## src/rtl/spectrum_pkg.sv

```systemverilog
// Shared types and helpers for the spectrum band engine.
package spectrum_pkg;

  localparam int unsigned DEF_DATA_WIDTH = 16;
  localparam int unsigned DEF_OUT_WIDTH  = 8;

  typedef enum logic [1:0] {
    ST_IDLE    = 2'd0,
    ST_COLLECT = 2'd1,
    ST_EMIT    = 2'd2
  } state_t;

  // Ceiling log2, usable in constant expressions.
  function automatic int unsigned clog2(input int unsigned value);
    int unsigned result;
    result = 0;
    while ((64'd1 << result) < 64'(value)) result = result + 1;
    return result;
  endfunction

endpackage

```

## src/rtl/band_scale_peak.sv

```systemverilog
// Scales a band sum with saturation and folds it into a decaying peak-hold.
module band_scale_peak
  import spectrum_pkg::*;
#(
  parameter int unsigned ACC_W      = 19,
  parameter int unsigned OUT_WIDTH  = DEF_OUT_WIDTH,
  parameter int unsigned OUT_SHIFT  = 11,
  parameter int unsigned DECAY_STEP = 4
) (
  input  logic [ACC_W-1:0]     i_sum,
  input  logic [OUT_WIDTH-1:0] i_peak,
  output logic [OUT_WIDTH-1:0] o_band_c,
  output logic [OUT_WIDTH-1:0] o_peak_c
);

  localparam logic [ACC_W-1:0]     SAT_MAX = ACC_W'((64'd1 << OUT_WIDTH) - 64'd1);
  localparam logic [OUT_WIDTH-1:0] DECAY   = OUT_WIDTH'(DECAY_STEP);

  logic [ACC_W-1:0]     w_shifted;
  logic [OUT_WIDTH-1:0] w_decayed;

  // Saturating scale, then decay the old peak and keep the larger value.
  always_comb begin
    w_shifted = i_sum >> OUT_SHIFT;
    o_band_c  = (w_shifted > SAT_MAX) ? SAT_MAX[OUT_WIDTH-1:0] : w_shifted[OUT_WIDTH-1:0];
    w_decayed = (i_peak > DECAY) ? (i_peak - DECAY) : '0;
    o_peak_c  = (o_band_c > w_decayed) ? o_band_c : w_decayed;
  end

endmodule

```

## src/rtl/spectrum_band_engine.sv

```systemverilog
// Streaming band-energy analyser: per-band |x| sums, scaling, peak-hold, band stream out.
module spectrum_band_engine
  import spectrum_pkg::*;
#(
  parameter int unsigned DATA_WIDTH = DEF_DATA_WIDTH,
  parameter int unsigned FRAME_LEN  = 64,
  parameter int unsigned BAND_NUM   = 8,
  parameter int unsigned OUT_WIDTH  = DEF_OUT_WIDTH,
  parameter int unsigned OUT_SHIFT  = DATA_WIDTH + clog2(FRAME_LEN / BAND_NUM) - OUT_WIDTH,
  parameter int unsigned DECAY_STEP = 4
) (
  input  logic                         clk,
  input  logic                         rst,
  input  logic                         start,
  input  logic                         continuous,
  input  logic signed [DATA_WIDTH-1:0] sample_in,
  input  logic                         sample_valid,
  output logic                         sample_ready,
  output logic [OUT_WIDTH-1:0]         band_data,
  output logic [OUT_WIDTH-1:0]         band_peak,
  output logic [clog2(BAND_NUM)-1:0]   band_idx,
  output logic                         band_valid,
  input  logic                         band_ready,
  output logic                         frame_done,
  output logic                         busy,
  output logic                         overrun
);

  localparam int unsigned SPB   = FRAME_LEN / BAND_NUM;
  localparam int unsigned SPB_W = clog2(SPB);
  localparam int unsigned ACC_W = DATA_WIDTH + SPB_W;
  localparam int unsigned CNT_W = clog2(FRAME_LEN);
  localparam int unsigned IDX_W = clog2(BAND_NUM);

  state_t r_state;
  state_t w_state_next;

  logic                 r_cont;
  logic [CNT_W-1:0]     r_cnt;
  logic [ACC_W-1:0]     r_acc;
  logic [OUT_WIDTH-1:0] r_band [BAND_NUM];
  logic [OUT_WIDTH-1:0] r_peak [BAND_NUM];
  logic [IDX_W-1:0]     r_idx;
  logic                 r_band_valid;
  logic                 r_sample_ready;
  logic                 r_busy;
  logic                 r_frame_done;
  logic                 r_overrun;

  logic                 w_start_frame;
  logic                 w_accept;
  logic                 w_handshake;
  logic                 w_emit_last;
  logic [DATA_WIDTH:0]  w_sext;
  logic [DATA_WIDTH:0]  w_abs;
  logic [ACC_W-1:0]     w_sum;
  logic                 w_band_end;
  logic [IDX_W-1:0]     w_cur_band;
  logic [OUT_WIDTH-1:0] w_band_new;
  logic [OUT_WIDTH-1:0] w_peak_new;

  // Magnitude at one extra bit so the most negative sample maps cleanly.
  assign w_sext     = {sample_in[DATA_WIDTH-1], sample_in};
  assign w_abs      = sample_in[DATA_WIDTH-1] ? (~w_sext + 1'b1) : w_sext;
  assign w_sum      = r_acc + ACC_W'(w_abs);
  assign w_band_end = &r_cnt[SPB_W-1:0];
  assign w_cur_band = r_cnt[CNT_W-1:SPB_W];

  band_scale_peak #(
    .ACC_W      (ACC_W),
    .OUT_WIDTH  (OUT_WIDTH),
    .OUT_SHIFT  (OUT_SHIFT),
    .DECAY_STEP (DECAY_STEP)
  ) u_scale (
    .i_sum    (w_sum),
    .i_peak   (r_peak[w_cur_band]),
    .o_band_c (w_band_new),
    .o_peak_c (w_peak_new)
  );

  // State register.
  always_ff @(posedge clk or posedge rst) begin
    if (rst) r_state <= ST_IDLE;
    else     r_state <= w_state_next;
  end

  // Next-state and per-cycle control strobes.
  always_comb begin
    w_state_next  = r_state;
    w_start_frame = 1'b0;
    w_accept      = 1'b0;
    w_handshake   = 1'b0;
    w_emit_last   = 1'b0;
    case (r_state)
      ST_IDLE: begin
        if (start) begin
          w_start_frame = 1'b1;
          w_state_next  = ST_COLLECT;
        end
      end
      ST_COLLECT: begin
        if (sample_valid) begin
          w_accept = 1'b1;
          if (&r_cnt) w_state_next = ST_EMIT;
        end
      end
      ST_EMIT: begin
        if (band_ready) begin
          w_handshake = 1'b1;
          if (r_idx == IDX_W'(BAND_NUM - 1)) begin
            w_emit_last  = 1'b1;
            w_state_next = r_cont ? ST_COLLECT : ST_IDLE;
          end
        end
      end
      default: w_state_next = ST_IDLE;
    endcase
  end

  // Registered status outputs, band index and mode latch.
  always_ff @(posedge clk or posedge rst) begin
    if (rst) begin
      r_cont         <= 1'b0;
      r_idx          <= '0;
      r_band_valid   <= 1'b0;
      r_sample_ready <= 1'b0;
      r_busy         <= 1'b0;
      r_frame_done   <= 1'b0;
      r_overrun      <= 1'b0;
    end else begin
      r_band_valid   <= (w_state_next == ST_EMIT);
      r_sample_ready <= (w_state_next == ST_COLLECT);
      r_busy         <= (w_state_next != ST_IDLE);
      r_frame_done   <= w_emit_last;
      if (w_start_frame) begin
        r_cont    <= continuous;
        r_idx     <= '0;
        r_overrun <= 1'b0;
      end else begin
        if (w_handshake) r_idx <= r_idx + 1'b1;
        if ((r_state == ST_EMIT) && sample_valid) r_overrun <= 1'b1;
      end
    end
  end

  // Accumulate magnitudes; commit band value and peak on each band's last sample.
  always_ff @(posedge clk or posedge rst) begin
    if (rst) begin
      r_acc <= '0;
      r_cnt <= '0;
      for (int i = 0; i < int'(BAND_NUM); i++) begin
        r_band[i] <= '0;
        r_peak[i] <= '0;
      end
    end else if (w_start_frame) begin
      r_acc <= '0;
      r_cnt <= '0;
    end else if (w_accept) begin
      r_cnt <= r_cnt + 1'b1;
      if (w_band_end) begin
        r_acc              <= '0;
        r_band[w_cur_band] <= w_band_new;
        r_peak[w_cur_band] <= w_peak_new;
      end else begin
        r_acc <= w_sum;
      end
    end
  end

  assign sample_ready = r_sample_ready;
  assign band_valid   = r_band_valid;
  assign band_idx     = r_idx;
  assign band_data    = r_band[r_idx];
  assign band_peak    = r_peak[r_idx];
  assign frame_done   = r_frame_done;
  assign busy         = r_busy;
  assign overrun      = r_overrun;

endmodule

```

## config.mk

```make
export PLATFORM = sky130hd
export DESIGN_NAME = spectrum_band_engine
export DESIGN_NICKNAME = d
export VERILOG_FILES = /design/src/rtl/spectrum_pkg.sv /design/src/rtl/band_scale_peak.sv /design/src/rtl/spectrum_band_engine.sv
export SDC_FILE = /design/constraint.sdc
export NUM_CORES = 1
export LEC_CHECK = 0
export ABC_AREA = 1
export CAP_MARGIN = 20
export CORE_ASPECT_RATIO = 0.5
export CORE_MARGIN = 2
export CORE_UTILIZATION = 35
export DETAILED_ROUTE_END_ITERATION = 7
export PLACE_DENSITY = 0.52
export REMOVE_ABC_BUFFERS = 1
export SKIP_LAST_GASP = 1
export SYNTH_ARGS = -nofsm -noshare
export SYNTH_HDL_FRONTEND = slang
export SYNTH_SLANG_ARGS = --single-unit
```

## constraint.sdc

```tcl
create_clock -name clk -period 5.8 [get_ports clk]
set_clock_uncertainty 0.15 [all_clocks]
set_input_delay 1.74 -clock clk [delete_from_list [all_inputs] [get_ports clk]]
set_output_delay 1.74 -clock clk [all_outputs]
set_load 0.02 [all_outputs]
```

==> flow_metrics.env <==
export IMPL_rows=43
export IMPL_dpl_cell_count=1820
export IMPL_cts_buffer_depth=2
export IMPL_hold_class="reg -> reg"
export IMPL_whs_path_depth=2
export IMPL_path_max_fanout=8
export IMPL_drv_cap=0
export IMPL_synth_top_cell_by_area="dfrtp_1"
export IMPL_tritoncts="built"
export IMPL_drt_iter0_drc=831
export IMPL_clk_pin_slew_ns=0.06
export IMPL_synth_edf_count=0
export IMPL_grt_pass1_vias=8988
export IMPL_io_pins=46
export IMPL_setup_violations=0
export IMPL_dp_slack_ns=-0.554
export IMPL_clock_sinks=164
export IMPL_max_slew_margin=0.271
export IMPL_r2r_start="r_cnt[3]"
export IMPL_p_leak_nw=5.95
export IMPL_clock_latency_ns=0.45
export IMPL_status="finished clean"
export IMPL_core_um2=27500
export IMPL_syn_avg_cell_area_um2=7.16
export IMPL_whs_endpoint="r_band[10]"
export IMPL_rrSetupSlack_ns=1.84
export IMPL_reg2reg_depth=23
export IMPL_dieArea_um2=29300
export IMPL_die_x_um=240
export IMPL_numCtsBuffers=17
export IMPL_period_minus_slack_ns=5.60
export IMPL_ys_types=42
export IMPL_vias=9573
export IMPL_final_core_util=0.438
export IMPL_tightestPinTransition_ns=1.09
export IMPL_grt_max_degree=83
export IMPL_postCtsHoldBufs=0
export IMPL_start_util=0.354
export IMPL_cp_end_kind="register"
export IMPL_routed_wl_mm=32.1
export IMPL_netlist_area_um2=9740
export IMPL_die_y_um=122
export IMPL_fmax_mhz=179
export IMPL_gp_congestion=0.839
export IMPL_routedWlPerCell_um=17.3
export IMPL_setup_ws_ns=0.204
export IMPL_firstDrtPassIters=5
export IMPL_cts_root_buf="clkbuf_16"
export IMPL_stdcell_area_um2=12100
export IMPL_crit_type="in -> reg"
export IMPL_grt_overflow_total=0
export IMPL_ir_worst_vdd_mv=0.574
export IMPL_drive_gt1_frac=0.146
export IMPL_yosysWarningCount=0
export IMPL_port_buffers=45
export IMPL_routed_via_density=5.16
export IMPL_nets=1516
export IMPL_final_cells=1857
export IMPL_antenna_found_initial=0
export IMPL_gr_usage_all_layers=0.228
export IMPL_ys_seq_area_frac=0.421
export IMPL_drc=0
export IMPL_slowest_stage="clkdlybuf4s50_1"
export IMPL_min_from="r_band[10]"
export IMPL_synthCells=1360
export IMPL_n_antenna_cell=0
export IMPL_ys_seq_elements=164
export IMPL_ys_top_cells_by_area="dfrtp_1, nand2_1, o21ai_0"
export IMPL_startpoint_type="primary input"
export IMPL_path_common_cell="buf_4"
export IMPL_grt_pass1_wl_mm=50.5
export IMPL_required_ns=6.04
export IMPL_p_total_w=0.00706
export IMPL_power_density_nw_per_um2=585
export IMPL_critPathArrivalTime_ns=5.83
export IMPL_ant_nets=0
export IMPL_slowest_delay_ns=0.46
export IMPL_hold_viol_final=0
export IMPL_rr_endpoint="r_peak[45]"
export IMPL_fin_crit_sh=0.965
export IMPL_dp_hpwl_mm=20.8
export IMPL_synth_top_area_share=0.421
export IMPL_drv_slew=0
export IMPL_place_area_um2=11100
export IMPL_area_growth_syn_to_layout_pct=23.8
export IMPL_synthFlopType="dfrtp_1"
export IMPL_async_flop_share=1.00
export IMPL_htreeDepth=4
==> worst max path at each step <==
stage | from | to | slack (ns) | cells past startpoint
global route | sample_in[2] | r_peak[53] | -0.03 | 28
floorplan | rst | band_idx[0] | -0.52 | 1
CTS | sample_in[0] | r_peak[21] | 0.04 | 28
detailed placement | sample_in[1] | r_peak[24] | -0.55 | 28
finish | sample_in[2] | r_peak[45] | 0.20 | 28
global placement | sample_in[1] | r_peak[40] | -0.53 | 28
==> state kept, by name, summed over array words and instances, names as in the netlist <==
signal	cells
frame_done	1
band_idx	3
r_acc	19
r_cnt	6
band_valid	1
r_state	2
r_band	64
busy	1
r_peak	64
r_cont	1
sample_ready	1
overrun	1
==> metal layers <==
metal	wire [um]	share of wire	track usage
met5	0	0	0
met4	395	0.012	0.0536
met3	1950	0.061	0.0433
met2	14400	0.45	0.362
met1	15300	0.48	0.323
==> where the power goes <==
group          switching (W)  total [W]  internal, W
combinational        0.00286    0.00447      0.00161
sequential          0.000130    0.00145      0.00133
clock               0.000500    0.00113     0.000634
total                0.00349    0.00706      0.00357
==> kinds of logic after synthesis <==
logic type | Yosys count | share of synthesized area
AO/OA/AOI/OAI | 263 | 0.147
XOR/XNOR | 18 | 0.0162
adder cells (fa/ha/maj) | 31 | 0.0406
buffers and inverters | 151 | 0.0637
flip-flops | 164 | 0.421
other | 1 | 0.000385
AND/OR/NAND/NOR | 732 | 0.311
==> metrics by stage <==
| stage | setup TNS [ns] | hold slack [ns] |
|---|---|---|
| 6_report | 0 | 0.332 |
| 5_1_grt | -0.177 | 0.351 |
| 4_1_cts | 0 | 0.335 |
| 3_5_place_dp | -26.21 | 0.317 |
| 3_3_place_gp | -24.76 | 0.311 |
| 2_1_floorplan | -85.83 | 0.298 |
==> worst max-delay path: cells and delay by family <==
family	cells	cell delay, ns
AOI/OAI and AO/OA	2	0.27
xor gates and xnor gates	1	0.15
adders and majority gates	1	0.36
buffers and inverters	6	1.14
and+or+nand+nor	18	2.15
==> synthesized netlist by cell type, types with 3 or more instances <==
library cell	count
a21oi_1	35
a31oi_1	18
a32o_1	5
buf_2	7
buf_6	6
clkbuf_1	48
clkinv_1	3
dfrtp_1	164
ha_1	30
inv_1	83
inv_2	4
nand2_1	453
nand2_2	10
nand2_4	4
nand3_1	87
nand3_2	4
nand4_1	7
nor2_1	139
nor3_1	11
o21ai_0	173
o21ai_1	3
o21bai_1	3
o22ai_1	15
or2_2	8
xnor2_1	5
xor2_1	13
==> layout make-up <==
type,count,area [um^2]
Tap cell,382,478
Inverter,90,343
Multi-Input combinational cell,1045,5350
Fill cell,2830,15500
Clock buffer,20,437
Sequential cell,164,4110
Timing Repair Buffer,145,1230
Clock inverter,11,129
==> timing repair <==
action	CTS	global route
pin swaps	0	27
endpoints found under the setup margin	26	56
hold endpoints to repair	0	0
resized for setup	3	75
buffers inserted	0	6
==> layout by cell type, fill, tap and decap left out, types with 4 or more instances in the layout <==
master           count
a21oi_1             27
a21oi_2              8
a31oi_1             18
a32o_1               5
buf_4               97
clkbuf_16           17
clkdlybuf4s50_1     43
dfrtp_1            163
ha_1                28
inv_1               80
inv_2                6
nand2_1            439
nand2_2             19
nand2_8              7
nand3_1             73
nand3_2             15
nand4_1              7
nor2_1             136
nor3_1               5
o21ai_0            170
o21ai_1              4
o22ai_1             15
or2_2                8
xnor2_1              5
xor2_1              13
(Power assumes the default switching activity.)
